**config.mk**
```make
export PLATFORM = sky130hd
export DESIGN_NAME = burst_data_buffer
export DESIGN_NICKNAME = d
export VERILOG_FILES = /design/src/rtl/burst_data_buffer.sv
export SDC_FILE = /design/constraint.sdc
export NUM_CORES = 1
export LEC_CHECK = 0
export ABC_CLOCK_PERIOD_IN_PS = 4400
export CORE_ASPECT_RATIO = 1.2
export CORE_UTILIZATION = 46
export CTS_CLUSTER_DIAMETER = 100
export DETAILED_ROUTE_END_ITERATION = 6
export DONT_BUFFER_PORTS = 1
export PLACE_DENSITY = 0.72
export SLEW_MARGIN = 20
export SYNTH_ARGS = -nofsm -noshare
export SYNTH_HDL_FRONTEND = slang
export SYNTH_SLANG_ARGS = --single-unit
```
**constraint.sdc**
```tcl
create_clock -name clk -period 4.4 [get_ports clk]
set_clock_uncertainty 0.15 [all_clocks]
set_input_delay 0.88 -clock clk [delete_from_list [all_inputs] [get_ports clk]]
set_output_delay 0.88 -clock clk [all_outputs]
set_load 0.01 [all_outputs]
```
**src/rtl/burst_data_buffer.sv**
```systemverilog
// Bidirectional SDRAM/bus FIFO; direction chosen per transaction; BURST_DATA_BUFFER_CUT_THROUGH_EN enables empty-FIFO bypass.
// Latency: pushed word poppable the cycle after the push; popped word appears in the output register one cycle after the strobe.
// Backpressure: none; push on full (no pop) is dropped and flags overflow, pop on empty is refused and flags underflow.
module burst_data_buffer #(
   parameter int DATA_WIDTH = 32,
   parameter int DEPTH      = 8,
   parameter int BURST_LEN  = 4,
   parameter int AF_LVL     = DEPTH - 1,
   parameter int AE_LVL     = 1
) (
   input  logic                         clk,
   input  logic                         n_rst,
   input  logic                         r_enable,
   input  logic                         w_enable,
   input  logic                         chip,
   input  logic                         bus,
   input  logic [DATA_WIDTH-1:0]        c_rdata,
   input  logic [DATA_WIDTH-1:0]        b_wdata,
   output logic [DATA_WIDTH-1:0]        b_rdata,
   output logic [DATA_WIDTH-1:0]        c_wdata,
   output logic [$clog2(DEPTH+1)-1:0]   count,
   output logic                         full,
   output logic                         empty,
   output logic                         almost_full,
   output logic                         almost_empty,
   output logic                         overflow,
   output logic                         underflow,
   output logic                         burst_done
);

   localparam int PW = $clog2(DEPTH);
   localparam int CW = $clog2(DEPTH + 1);
   localparam int BW = $clog2(BURST_LEN) + 1;
   localparam logic [BW-1:0] BLAST = BW'(BURST_LEN - 1);

   typedef enum logic [1:0] {IDLE, READ, WRITE} state_t;

   state_t                state, state_nxt;
   logic                  mode_entry;
   logic                  push_req, pop_req, push_ok, pop_ok, pop_any, cut;
   logic [DATA_WIDTH-1:0] push_dat, out_dat;
   logic [DATA_WIDTH-1:0] mem [DEPTH];
   logic [PW-1:0]         wr_ptr, rd_ptr;
   logic [BW-1:0]         bcnt;

   assign mode_entry = r_enable | w_enable;

   always_ff @(posedge clk or negedge n_rst) begin
      if (!n_rst) state <= IDLE;
      else        state <= state_nxt;
   end

   always_comb begin
      state_nxt = state;
      if (r_enable)      state_nxt = READ;
      else if (w_enable) state_nxt = WRITE;
   end

   // Strobes seen in the same cycle as a mode-entry pulse belong to the old transaction and are dropped.
   always_comb begin
      push_req = 1'b0;
      pop_req  = 1'b0;
      push_dat = c_rdata;
      if (!mode_entry) begin
         case (state)
            READ: begin
               push_req = chip;
               pop_req  = bus;
               push_dat = c_rdata;
            end
            WRITE: begin
               push_req = bus;
               pop_req  = chip;
               push_dat = b_wdata;
            end
            default: ;
         endcase
      end
   end

`ifdef BURST_DATA_BUFFER_CUT_THROUGH_EN
   assign cut = push_req & pop_req & empty;
`else
   assign cut = 1'b0;
`endif

   assign pop_ok  = pop_req & ~empty;
   assign push_ok = push_req & ~cut & (~full | pop_ok);
   assign pop_any = pop_ok | cut;
   assign out_dat = cut ? push_dat : mem[rd_ptr];

   always_ff @(posedge clk) begin
      if (push_ok) mem[wr_ptr] <= push_dat;
   end

   always_ff @(posedge clk or negedge n_rst) begin
      if (!n_rst) begin
         wr_ptr     <= '0;
         rd_ptr     <= '0;
         count      <= '0;
         overflow   <= 1'b0;
         underflow  <= 1'b0;
         bcnt       <= '0;
         burst_done <= 1'b0;
         b_rdata    <= '0;
         c_wdata    <= '0;
      end else if (mode_entry) begin
         wr_ptr     <= '0;
         rd_ptr     <= '0;
         count      <= '0;
         overflow   <= 1'b0;
         underflow  <= 1'b0;
         bcnt       <= '0;
         burst_done <= 1'b0;
         b_rdata    <= '0;
         c_wdata    <= '0;
      end else begin
         if (push_ok) wr_ptr <= wr_ptr + 1'b1;
         if (pop_ok)  rd_ptr <= rd_ptr + 1'b1;
         case ({push_ok, pop_ok})
            2'b10:   count <= count + 1'b1;
            2'b01:   count <= count - 1'b1;
            default: ;
         endcase
         if (push_req && full && !pop_ok) overflow  <= 1'b1;
         if (pop_req && empty && !cut)    underflow <= 1'b1;
         burst_done <= 1'b0;
         if (pop_any) begin
            if (bcnt == BLAST) begin
               bcnt       <= '0;
               burst_done <= 1'b1;
            end else begin
               bcnt <= bcnt + 1'b1;
            end
            if (state == READ) b_rdata <= out_dat;
            else               c_wdata <= out_dat;
         end
      end
   end

   assign full         = (count == CW'(DEPTH));
   assign empty        = (count == '0);
   assign almost_full  = (count >= CW'(AF_LVL));
   assign almost_empty = (count <= CW'(AE_LVL));

endmodule

```
* Word-level counts from Yosys, hierarchy flattened
Memories as Yosys holds them, arrays and structs flattened.
Index checks and enable logic that the tools add are counted.
** Storage, ports and cells
- Flip-flop bits (word level) :: 82
- Memory bits (writable) :: 256
- Input bits :: 70
- Output and inout port bits :: 75
- Word-level logic and storage cells :: 77
- Memories :: 1
** Memory list
- mem :: depth 8, bits a word 32, rd ports 1, clocked after Yosys merged registers in 0, write ports 1, RTL line 42 : logic [DATA_WIDTH-1:0] mem [DEPTH];
** Operators by class
- Add/subtract/negate cells :: 5
- Magnitude comparators :: 2
- Equality and inequality tests :: 7
- Mux-type cells :: 32
- Bitwise logic cells :: 6
- Reduce and logical (&&, ||, !) cells :: 14
** Operators by type and width (count)
- 32-bit two-way mux :: 8
- 3-bit two-way mux :: 7
- 2-bit nonzero test :: 6
- 1-bit two-way mux :: 11
- 3-bit by 1-bit adder with 3-bit output, second input constant :: 3
- 4-bit one-hot mux with 2 select lines :: 1
- 4-bit by 1-bit adder with 4-bit output, second input constant :: 1
- 2-bit by 1-bit == test with 1-bit output, second input constant :: 2
- 2-bit == test, second input constant :: 2
- 4-bit == test, second input constant :: 1
- 4-bit by 3-bit greater-or-equal comparator with 1-bit output, second input constant :: 1
- 4-bit by 1-bit <= comparator with 1-bit output, second input constant :: 1
- 4-bit logical NOT :: 1
- 2-bit two-way mux :: 2
- 4-bit two-way mux :: 1
- 1-bit one-hot mux with 2 select lines :: 2
- 2-bit AND reduction :: 2
- 4-bit by 1-bit subtractor with 4-bit output, second input constant :: 1
- 3-bit by 2-bit == test with 1-bit output, second input constant :: 1
- 1-bit logical AND :: 3
- 3-bit nonzero test :: 1
- 1-bit AND :: 2
- 2-bit != test, second input constant :: 1
- 1-bit NOT :: 2
- 2 further kinds :: 3

* Longest topological paths before layout
- Word-level depth :: 9
- Gate-level depth with buffers :: 9
- Mapped depth without buffers :: 8

* Least setup slack after synthesis
No wires, ideal clock.
- Kind :: input -> register
- Start point :: input port chip
- End point :: memory mem[1][0], enable pin
- Setup time :: 461 ps
- Data arrival time :: 4082 ps
- Data required time :: 3789 ps
- Setup slack :: -293 ps
- Stages :: 4
- Buffers on the path :: 0
- Path through :: a22oi_1 a211oi_1 nand3_1 nor3_1
** Between the ends
- Longest elaborated chain between the ends :: 7
- Elaborated cells between the ends (all ways) :: 9
- Classes of those cells :: mux: 6; bitwise: 3
** RTL lines
- start: declaration :: RTL line 15 : input logic chip,
- 1-bit one-hot mux with 2 select lines :: RTL line 65 : case (state)
- 1-bit two-way mux :: RTL line 64 : if (!mode_entry) begin
- 1-bit AND :: RTL line 87 : assign pop_ok = pop_req & ~empty;
- 1-bit bitwise OR :: RTL line 88 : assign push_ok = push_req & ~cut & (~full | pop_ok);
- 1-bit AND * :: RTL line 88
- 1-bit two-way mux * :: RTL line 93 : if (push_ok) mem[wr_ptr] <= push_dat;
- 1-bit two-way mux (not written as such) * :: RTL line 93
- end: declaration :: RTL line 42
Every way passes the cells marked *; elsewhere a longest branch is shown, timed or not.

* Worst setup path after layout
- Start point :: register count[0]
- End point :: memory mem[2][20], enable pin
** Between the ends
- Elaborated cells between the ends (all ways) :: 9
- Classes of those cells :: eq/ne: 1; mux: 2; bitwise: 5; reduce/logical: 1
** RTL lines
- start: declaration :: RTL line 21 : output logic [$clog2(DEPTH+1)-1:0] count,
- start signal: assignment :: RTL line 121 : 2'b10: count <= count + 1'b1;
- start signal: assignment :: RTL line 122 : 2'b01: count <= count - 1'b1;
- 4-bit == test :: RTL line 141 : assign full = (count == CW'(DEPTH));
- via full :: RTL line 22 : output logic full,
- 1-bit NOT :: RTL line 88
- 1-bit bitwise OR :: RTL line 88
- 1-bit AND :: RTL line 88
- 1-bit two-way mux :: RTL line 93
- 1-bit two-way mux (not written as such) :: RTL line 93
The timed path passes the listed nets, and every way through them passes these cells.

==> results.cfg <==
[setup_path]
arrival_ns = 3.56
crit_type = register to register
path_max_fanout = 17
crit_required_ns = 4.46
startpoint_type = register
cp-end-kind = register

[final_layout]
fin_cells = 1211
drive_gt1_frac = 0.2554
mostFrequentLayoutCells = edfxtp_1, nand2_1, dfrtp_1, mux4_2, mux2_2
final_common_cell = edfxtp_1
area_growth_pct = 13.23
fin_area_um2 = 15250
diodes = 0
nets = 879

[detailed_routing]
routed_wl_mm = 26.89
vias_per_cell = 5.592
dr.pass1.iters = 5
drtIter0Drc = 660
drt_drc_violations_left = 0
vias = 6772
postRouteAntennaNets = 0
detail_route.wl_per_cell_um = 22.20

[sta]
tightestPinTransition_ns = 1.035
drv_slew = 0
fmax_mhz = 285.9
period_share = 0.7951
slew_headroom = 0.3097
rsz0062_at_grt = no
fin_tns_setup_ns = 0
hold_viol = 0
setup_viol = 0
fin_crit_ns = 3.498

[synthesis]
synth_top_area_frac = 0.5710
postSynthCellCount = 782
yosys_warnings = 0
synthTopCellsByArea = edfxtp_1, dfrtp_1, mux4_2
yosysSeqAreaShare = 0.7234
synth_nets = 860
ys_types = 42
synth_area_per_cell_um2 = 17.22
synth-seq-cells = 338
syn-cell-area_um2 = 13460
yosys.area.top_type = edfxtp_1

[clock_network]
clk_path_buf_depth = 3
htreeDepth = 2
post_cts_buffers = 0
cts_buffers = 34
worst_skew_pair.late_latency_ns = 0.51
clockRootBuffer = clkbuf_16
cts_sinks = 338
ctsResizeCount = 0
cts_tree = yes
clkSlewWorstSetupHoldPaths_ns = 0.06

[power]
p_total_mw = 6.634
ir_drop_v = 0.0002846
total_leakage_power_nw = 5.144
power_density_nw_per_um2 = 435.1

[placement]
dp_cells = 1149
placed_area_um2 = 14070
hpwl_mm = 16.65
port_buffers = 0
gp_congestion = 0.7519

[global_route]
grt.total_usage = 0.1881
first_global_vias = 7030
grt_max_degree = 83
antenna_found_initial = 0
grt_overflow_total = 0
grt_first_pass_wirelength_mm = 41.68

[die]
core_um2 = 28760
start_util = 0.4682
fp.dieH_um = 189.4
pin_count = 145
num_rows = 68
die_w_um = 158.2
die-area_um2 = 29960

[min_path]
hold_class = primary input to async pin

[run_status]
status = finished clean

[flow_run]
cap_violations = 0
[per-layer routing]
metal | wire [um] | vias up | part of all wire | global-route usage
li1 | - | 3044 | - | -
met1 | 10810 | 3461 | 0.40 | 0.2425
met2 | 13800 | 231 | 0.51 | 0.3200
met3 | 1808 | 36 | 0.067 | 0.03868
met4 | 471 | 0 | 0.018 | 0.05473
met5 | 0 | - | 0 | 0
[state kept, by name (all words and copies together), names as in the netlist]
register / count
burst_done: 1
b_rdata: 32
overflow: 1
underflow: 1
wr_ptr: 3
bcnt: 3
c_wdata: 32
count: 4
mem: 256
state: 2
rd_ptr: 3
[area by class of cell]
class                   instances  area [um^2]
multi-input cells             396         3610
well taps                     385        481.7
inverters                       8        30.03
fillers                      2319        13510
flip-flops and latches        338         9746
clock inverters                13        171.4
repair buffers                 23        230.2
clock buffers                  48        977.2
[cells by family after synthesis]
| kind of cell | share of synthesized area |
|---|---|
| compound gates | 0.03373 |
| xor+xnor | 0.003253 |
| fa+ha+maj | 0.007435 |
| buf+inv | 0.01533 |
| flops | 0.7234 |
| mux | 0.1609 |
| simple gates | 0.05604 |
[critical path, stage by stage (launching register included)]
cell and delay, ns:
dfrtp_1 0.48, inv_1 0.11, ha_1 0.24, and3b_1 0.26
a211oi_1 0.66, nand3b_1 0.45, nor2_4 0.59, buf_12 0.24
[path summary, 6_finish.rpt]
kind / from / end / slack [ns] / cells after the start
max in group asynchronous: n_rst / rd_ptr[2] / 3.61 / 1
setup reg to reg: count[0] / mem[2][20] / 0.90 / 7
hold reg to reg: bcnt[2] / bcnt[2] / 0.35 / 2
min in group clk: r_enable / state[1] / 0.29 / 1
setup / recovery: count[0] / mem[2][20] / 0.90 / 7
hold / removal: n_rst / underflow / 0.12 / 1
[through the flow]
| step | setup slack (ns) | hold slack (ns) | util |
|---|---|---|---|
| 2_1_floorplan | 0.5559 | 0.3201 | - |
| 5_1_grt | 0.6125 | 0.1470 | 0.5302 |
| 3_3_place_gp | 0.8199 | 0.3317 | 0.4893 |
| 3_5_place_dp | 0.8362 | 0.3403 | 0.4893 |
| 4_1_cts | 0.8469 | 0.1395 | 0.5302 |
| 6_report | 0.9017 | 0.1234 | 0.5302 |
[cells in the mapped netlist, drive strengths merged]
cell type,count
a211oi,2
o2111ai,1
a22oi,2
a21boi,1
inv,8
edfxtp,256
nand3b,2
mux2i,6
buf,22
a21o,2
nand3,25
nand4,1
nor2,25
nor4,2
and3b,1
o21ai,57
xnor2,3
mux4,64
and2,1
or2,1
a21oi,7
a31oi,3
dfrtp,82
nand2b,3
nand2,106
a2111o,2
xor2,2
ha,8
clkbuf,18
mux2,59
a22o,2
or3b,1
nor3,7
[report_power, final]
group	switching [mW]	leakage, nW	total [mW]	internal [mW]
Clock	1.15	0.557	2.94	1.79
Sequential	0.0284	3.41	3.50	3.47
Combinational	0.136	1.17	0.194	0.0581
[timing repair]
action,4_1_cts,5_1_grt
setup endpoints to repair,0,0
hold endpoints to repair,82,0
hold buffers,1,0
(Power assumes the default switching activity.)
